`src/rtl/cell_alloc_arbiter.sv`:
```
// Round-robin front end for the shared cell allocator: one allocation in flight,
// admission policy under memory pressure, and a one-cycle pass/fail response per request.
module cell_alloc_arbiter #(
  parameter int                      REQ_PORT_NUM  = 4,
  parameter int                      LEN_WIDTH     = 16,
  parameter int                      CELL_ID_WIDTH = 6,
  parameter int                      CELL_BYTES    = 1536,
  parameter logic [REQ_PORT_NUM-1:0] HIPRI_MASK    = REQ_PORT_NUM'(1),
  parameter int                      TIMEOUT       = 15
) (
  input  logic                            clk,
  input  logic                            rst,
  input  logic [REQ_PORT_NUM-1:0]         req_valid,
  input  logic [REQ_PORT_NUM*LEN_WIDTH-1:0] req_size,
  output logic [REQ_PORT_NUM-1:0]         req_ready,
  output logic [REQ_PORT_NUM-1:0]         resp_valid,
  output logic                            resp_success,
  output logic [CELL_ID_WIDTH-1:0]        resp_cell_id,
  output logic                            alloc_mem_req,
  output logic [LEN_WIDTH-1:0]            alloc_mem_size,
  input  logic [CELL_ID_WIDTH-1:0]        alloc_cell_id,
  input  logic                            alloc_mem_success,
  input  logic                            alloc_mem_intense,
  output logic [31:0]                     stat_alloc_ok,
  output logic [31:0]                     stat_alloc_fail
);

  localparam int PTR_W  = (REQ_PORT_NUM > 1) ? $clog2(REQ_PORT_NUM) : 1;
  localparam int WAIT_W = (TIMEOUT > 1) ? $clog2(TIMEOUT + 1) : 1;
  localparam logic [LEN_WIDTH-1:0] MAX_SIZE  = LEN_WIDTH'(CELL_BYTES);
  localparam logic [PTR_W-1:0]     LAST_PORT = PTR_W'(REQ_PORT_NUM - 1);
  localparam logic [WAIT_W-1:0]    WAIT_LAST = WAIT_W'(TIMEOUT - 1);
  localparam logic [PTR_W:0]       PORT_CNT  = (PTR_W+1)'(REQ_PORT_NUM);

  typedef enum logic [1:0] {IDLE, ALLOC, RESP} state_t;

  state_t                   state, state_nx;
  logic [PTR_W-1:0]         rr_ptr, gnt_idx, port_q, resp_port_nx, cand;
  logic [PTR_W:0]           cand_wide;
  logic                     gnt_found, gnt_accept, gnt_reject;
  logic [LEN_WIDTH-1:0]     gnt_size, size_q;
  logic [WAIT_W-1:0]        wait_cnt;
  logic [REQ_PORT_NUM-1:0]  resp_valid_q;
  logic                     enter_resp, resp_ok_nx;
  logic [CELL_ID_WIDTH-1:0] resp_id_nx;

  function automatic logic [PTR_W-1:0] ptr_inc(input logic [PTR_W-1:0] p);
    return (p == LAST_PORT) ? '0 : p + 1'b1;
  endfunction

  // Round-robin search starting at rr_ptr, wrapping modulo the port count
  always_comb begin : rr_search
    gnt_found = 1'b0;
    gnt_idx   = '0;
    cand_wide = '0;
    cand      = '0;
    for (int k = 0; k < REQ_PORT_NUM; k++) begin
      cand_wide = {1'b0, rr_ptr} + (PTR_W+1)'(k);
      if (cand_wide >= PORT_CNT) cand_wide = cand_wide - PORT_CNT;
      cand = cand_wide[PTR_W-1:0];
      if (!gnt_found && req_valid[cand]) begin
        gnt_found = 1'b1;
        gnt_idx   = cand;
      end
    end
    gnt_size = '0;
    for (int k = 0; k < REQ_PORT_NUM; k++) begin
      if (gnt_idx == PTR_W'(k)) gnt_size = req_size[k*LEN_WIDTH +: LEN_WIDTH];
    end
  end

  assign gnt_accept = (state == IDLE) && gnt_found;
  // Oversized/empty packets and low-priority ports under pressure never reach the allocator
  assign gnt_reject = (gnt_size == '0) || (gnt_size > MAX_SIZE) ||
                      (alloc_mem_intense && !HIPRI_MASK[gnt_idx]);

  always_comb begin : fsm_next
    state_nx     = state;
    enter_resp   = 1'b0;
    resp_ok_nx   = 1'b0;
    resp_id_nx   = '0;
    resp_port_nx = port_q;
    case (state)
      IDLE: begin
        if (gnt_found) begin
          resp_port_nx = gnt_idx;
          if (gnt_reject) begin
            state_nx   = RESP;
            enter_resp = 1'b1;
          end else begin
            state_nx = ALLOC;
          end
        end
      end
      ALLOC: begin
        if (alloc_mem_success) begin
          state_nx   = RESP;
          enter_resp = 1'b1;
          resp_ok_nx = 1'b1;
          resp_id_nx = alloc_cell_id;
        end else if (wait_cnt == WAIT_LAST) begin
          state_nx   = RESP;
          enter_resp = 1'b1;
        end
      end
      RESP:    state_nx = IDLE;
      default: state_nx = IDLE;
    endcase
  end

  always_ff @(posedge clk) begin
    if (rst) begin
      state           <= IDLE;
      rr_ptr          <= '0;
      port_q          <= '0;
      size_q          <= '0;
      wait_cnt        <= '0;
      resp_valid_q    <= '0;
      resp_success    <= 1'b0;
      resp_cell_id    <= '0;
      stat_alloc_ok   <= '0;
      stat_alloc_fail <= '0;
    end else begin
      state <= state_nx;
      if (gnt_accept) begin
        port_q   <= gnt_idx;
        size_q   <= gnt_size;
        rr_ptr   <= ptr_inc(gnt_idx);
        wait_cnt <= '0;
      end else if (state == ALLOC) begin
        wait_cnt <= wait_cnt + 1'b1;
      end
      resp_valid_q <= enter_resp ? (REQ_PORT_NUM'(1) << resp_port_nx) : '0;
      if (enter_resp) begin
        resp_success <= resp_ok_nx;
        resp_cell_id <= resp_id_nx;
        if (resp_ok_nx) stat_alloc_ok   <= stat_alloc_ok + 32'd1;
        else            stat_alloc_fail <= stat_alloc_fail + 32'd1;
      end
    end
  end

  // Request and response strobes are suppressed during a reset cycle so nothing leaks out
  assign req_ready      = gnt_accept ? (REQ_PORT_NUM'(1) << gnt_idx) : '0;
  assign alloc_mem_req  = (state == ALLOC) && !rst;
  assign alloc_mem_size = size_q;
  assign resp_valid     = resp_valid_q & {REQ_PORT_NUM{!rst}};

endmodule
```
`config.mk`:
```
export PLATFORM = sky130hd
export DESIGN_NAME = cell_alloc_arbiter
export DESIGN_NICKNAME = d
export VERILOG_FILES = /design/src/rtl/cell_alloc_arbiter.sv
export SDC_FILE = /design/constraint.sdc
export NUM_CORES = 1
export LEC_CHECK = 0
export ABC_AREA = 1
export CAP_MARGIN = 20
export CORE_MARGIN = 8
export CORE_UTILIZATION = 53
export CTS_BUF_LIST = sky130_fd_sc_hd__clkbuf_8
export DETAILED_ROUTE_END_ITERATION = 8
export PLACE_DENSITY = 0.95
export SLEW_MARGIN = 20
export SYNTH_ARGS = -nofsm -noshare
export SYNTH_HDL_FRONTEND = slang
export SYNTH_SLANG_ARGS = --single-unit
```
`constraint.sdc`:
```
create_clock -name clk -period 6.8 [get_ports clk]
set_input_delay 1.36 -clock clk [delete_from_list [all_inputs] [get_ports clk]]
set_output_delay 1.36 -clock clk [all_outputs]
set_load 0.05 [all_outputs]
```
==> results.md <==
- The synthesized area divided by synthesized cell count is 6.65 um^2.
- The worst reg2reg path depth is 25.
- The die height is 121 um.
- The maximum level of the CTS H-tree is 3.
- Sequential elements use 34.7% of the synthesized area.
- The total area of sequential cells is 2020 um^2.
- The number of remaining DRC errors is 0.
- Detailed placement finished with a half-perimeter wire length of 13.4 mm.
- The overall overflow remaining after global route is 0.
- The final core area utilization is 71.9%.
- STA classifies the critical path startpoint as an input port.
- The worst setup path is captured at an output port.
- For the final routed database, the setup TNS stands at 0 ns.
- The count of TritonRoute iterations in the first routing pass is 5.
- The area of the core region is 10,800 um^2.
- The tool flagged a number of max-cap violations equal to 0.
- The starting density of the core is 54.1%.
- The average wire per standard cell is 15.2 um.
- The category of the most critical setup path is input port to output port.
- The count of final hold-check violations is 0.
- Dividing total power by cell area gives a power density of 410 nW/um^2.
- The clock transition time at the flip-flop clock pins of the worst setup and hold paths is 0.09 ns.
- On the worst path, the slowest cell contributes a delay of 0.81 ns.
- The hold-critical path depth is 2.
- The clock latency reported for the late side of the worst-skew pair is 0.37 ns.
- The number of warning messages in the yosys log is 0.
- In this run the cell area of the synthesized design comes to 5830 um^2.
- Yosys mapped the design onto 46 distinct sky130hd cell types.
- The most frequently used flop master after synthesis is sky130_fd_sc_hd__dfxtp_1.
- The maximum VDD drop is 446 uV.
- The setup violation total in the final timing report is 0.
- The global-route usage over all layers is 24.1%.
- After the last flow step, the layout net total stands at 1,110.
- The die is 121 um wide.
- The number of enable-type register cells in the synthesized netlist is 0.
- The arrival time of data at the critical path endpoint is 4.64 ns.
- In this design, the critical path's most frequently occurring cell is sky130_fd_sc_hd__inv_1.
- The worst hold path begins at resp_cell_id[1].
- In the synthesized netlist the async set-or-reset flop fraction comes to 0%.
- The number of rows created at floorplan is 38.
- During I/O placement, the number of pins put on the boundary was 174.
- The worst hold path endpoint is resp_cell_id[1].
- The finished layout holds 1,169 standard cells, fillers aside.
- The synthesized net count is 963.
- The upper clock frequency limit is 0.167 GHz.
- Wires add up to 17.8 mm.
- In this run the cell area measured after placement is 7540 um^2.
- The post-cts repair resize count is 0.
- Cells with a size suffix above 1 make up 5.34% of the layout.
- Walking the worst path, the cells encountered are clkdlybuf4s50_1 > inv_1 > o21ai_1 > nand2_1 > o21ai_2 > a21oi_1 > nor2_1 > or2_2 > nand3_1 > inv_1 > ha_1 > inv_1 > nor2_1 > clkdlybuf4s50_1.
- The via count of the first global-routing pass is 6,250.
- The largest net degree at the start of global routing is 56.
- The number of vias after detailed routing is 6,371.
- In the final layout, the multi-input gates occupy 3300 um^2.
- The first global-routing pass estimated 29.3 mm of wire.
- The area growth from synthesis to layout is 33.0%.
- The launch point of the worst reg-to-reg path is rr_ptr[0].
- Dividing the detail-routed via count by the number of cells gives 5.45.
- The min-delay analysis places its worst path in the category register to register.
- At the pin with the least slew margin, the transition time is 1.04 ns.
- The total instance count after detailed placement is 1,153.
- The number of setup buffers added after CTS is 0.
- The worst slew margin relative to its limit is 30.8%.
- The number of buffers created by CTS is 9.
- Setup repair after global routing left no endpoint under its margin.
- TritonCTS built the clock tree.
- The count of buffers added on input and output ports is 173.
- The final clock skew is 0.0143 ns.
- Once detail routing completed, the nets flagged for antenna violations numbered 0.
- The final cycle utilization of the critical path is 88.3%.
- Counting flops and latches in the post-synthesis netlist gives 101.
- The master of the slowest instance on the critical path is sky130_fd_sc_hd__clkdlybuf4s50_1.
- The final design instance area without fill is 7760 um^2.
- The clock passes through at most 2 buffers.
- The synthesized netlist cell count is 877.
- The total inserted antenna cells is 0.
- CTS saw 101 sinks.
- The first routing iteration left 534 violations.
- The total count of max-transition violations in the final report is 0.
- The static leakage is 2.85 nW.
- In this run the register-to-register setup slack is 2.34 ns.
- The layout has 816 filler cells.
- The number of antenna violations at the first check in global routing is 0.
- The largest driver fanout on the critical path is 19.
- The flow ran to the end, and the final reports show no timing, DRC or antenna violations.
- The floorplan step defined a die boundary enclosing 14,600 um^2.
- The data required time at the worst endpoint is 5.44 ns.
- The routability congestion estimate is 0.989.
- For the finished layout, the period the worst path requires is 6.00 ns.
- The number of buffers inserted by hold repair at cts is 0.
- The library cell used as clock root buffer is sky130_fd_sc_hd__clkbuf_8.
- The destination of the worst register-to-register timing path is stat_alloc_fail[11].
[sequential cells by signal, summed over array words and instances (netlist names)]
name / flops
stat_alloc_ok: 32
resp_success: 1
state: 2
wait_cnt: 4
alloc_mem_size: 16
resp_valid_q: 4
stat_alloc_fail: 32
resp_cell_id: 6
rr_ptr: 2
port_q: 2
[per-stage QoR]
| step | hold slack [ns] | setup WS (ns) | total power [mW] |
|---|---|---|---|
| after floorplan | 0.473 | 2.04 | 2.40 |
| after CTS | 0.474 | 0.839 | 3.17 |
| after global routing | 0.495 | 0.621 | 3.42 |
| after detailed placement | 0.459 | 0.849 | 2.75 |
| final | 0.468 | 0.798 | 3.18 |
| after global placement | 0.448 | 0.943 | 2.71 |
[routing by layer]
metal,GRT usage (%),vias up,share of wire [%]
met5,0,-,0
met4,8.98,0,3.1
met3,9.17,47,9.5
met2,42.7,253,49
met1,25.5,2914,39
li1,-,3157,-
[cells by family (layout without fill, tap and decap cells)]
logic type	after synthesis	after routing	share of synthesized area [%]
simple gates	460	460	34.8
compound gates	153	153	14.4
buf+inv	119	271	8.84
flops	101	101	34.7
xor+xnor	36	36	5.53
fa+ha+maj	8	8	1.72
[cells in the mapped netlist, types with 10 or more instances]
cell type / n / area (um^2)
sky130_fd_sc_hd__a21oi_1: 80 / 400
sky130_fd_sc_hd__a31oi_1: 12 / 75.1
sky130_fd_sc_hd__clkbuf_1: 20 / 75.1
sky130_fd_sc_hd__dfxtp_1: 101 / 2020
sky130_fd_sc_hd__inv_1: 76 / 285
sky130_fd_sc_hd__nand2_1: 220 / 826
sky130_fd_sc_hd__nand3_1: 58 / 290
sky130_fd_sc_hd__nand4_1: 10 / 62.6
sky130_fd_sc_hd__nor2_1: 101 / 379
sky130_fd_sc_hd__nor3_1: 34 / 170
sky130_fd_sc_hd__o21ai_0: 36 / 180
sky130_fd_sc_hd__xnor2_1: 10 / 87.6
sky130_fd_sc_hd__xor2_1: 25 / 219
[worst max-delay path by stage]
stage / endpoint / slack (ns) / cells past startpoint / from
after floorplan: req_ready[2] / 2.04 / 13 / req_valid[2]
after global placement: req_ready[2] / 0.94 / 13 / req_valid[3]
after detailed placement: req_ready[2] / 0.85 / 12 / req_valid[1]
after CTS: req_ready[2] / 0.84 / 12 / req_valid[1]
after global routing: req_ready[1] / 0.62 / 14 / req_valid[1]
final: req_ready[1] / 0.80 / 14 / req_valid[1]
[placed cells by master, fill, tap and decap left out, types with 3 or more instances in the layout]
master	n
sky130_fd_sc_hd__a31oi_1	12
sky130_fd_sc_hd__xor2_1	25
sky130_fd_sc_hd__o21ai_0	36
sky130_fd_sc_hd__a21oi_2	8
sky130_fd_sc_hd__xnor2_1	10
sky130_fd_sc_hd__nand2_1	220
sky130_fd_sc_hd__nand2_2	6
sky130_fd_sc_hd__nor3b_1	5
sky130_fd_sc_hd__nand3_1	58
sky130_fd_sc_hd__nor2_4	3
sky130_fd_sc_hd__inv_2	4
sky130_fd_sc_hd__clkdlybuf4s50_1	172
sky130_fd_sc_hd__nand4_1	10
sky130_fd_sc_hd__o21ai_1	6
sky130_fd_sc_hd__dfxtp_1	101
sky130_fd_sc_hd__nor3_1	34
sky130_fd_sc_hd__nor2_1	101
sky130_fd_sc_hd__nand2_4	3
sky130_fd_sc_hd__inv_1	76
sky130_fd_sc_hd__ha_1	8
sky130_fd_sc_hd__clkbuf_8	9
sky130_fd_sc_hd__nor4_1	8
sky130_fd_sc_hd__a21oi_1	80
[worst max-delay path: cells and delay by family]
family          cells  cell delay [ns]
compound gates      3             0.36
fa+ha+maj           1             0.59
buf+inv             5             1.69
simple gates        5             0.63
[final cells by class]
type,instances,area share (%)
Clock inverter,7,1.26
Tap cell,140,2.26
Sequential cell,101,26.1
Inverter,80,3.87
Timing Repair Buffer,175,22.5
Multi-Input combinational cell,657,42.5
Clock buffer,9,1.60
[power by group]
part | internal (mW) | switching, mW
Clock | 0.209 | 0.215
Combinational | 0.606 | 1.44
Sequential | 0.665 | 0.0444
Power figures use the tool's default switching activity.
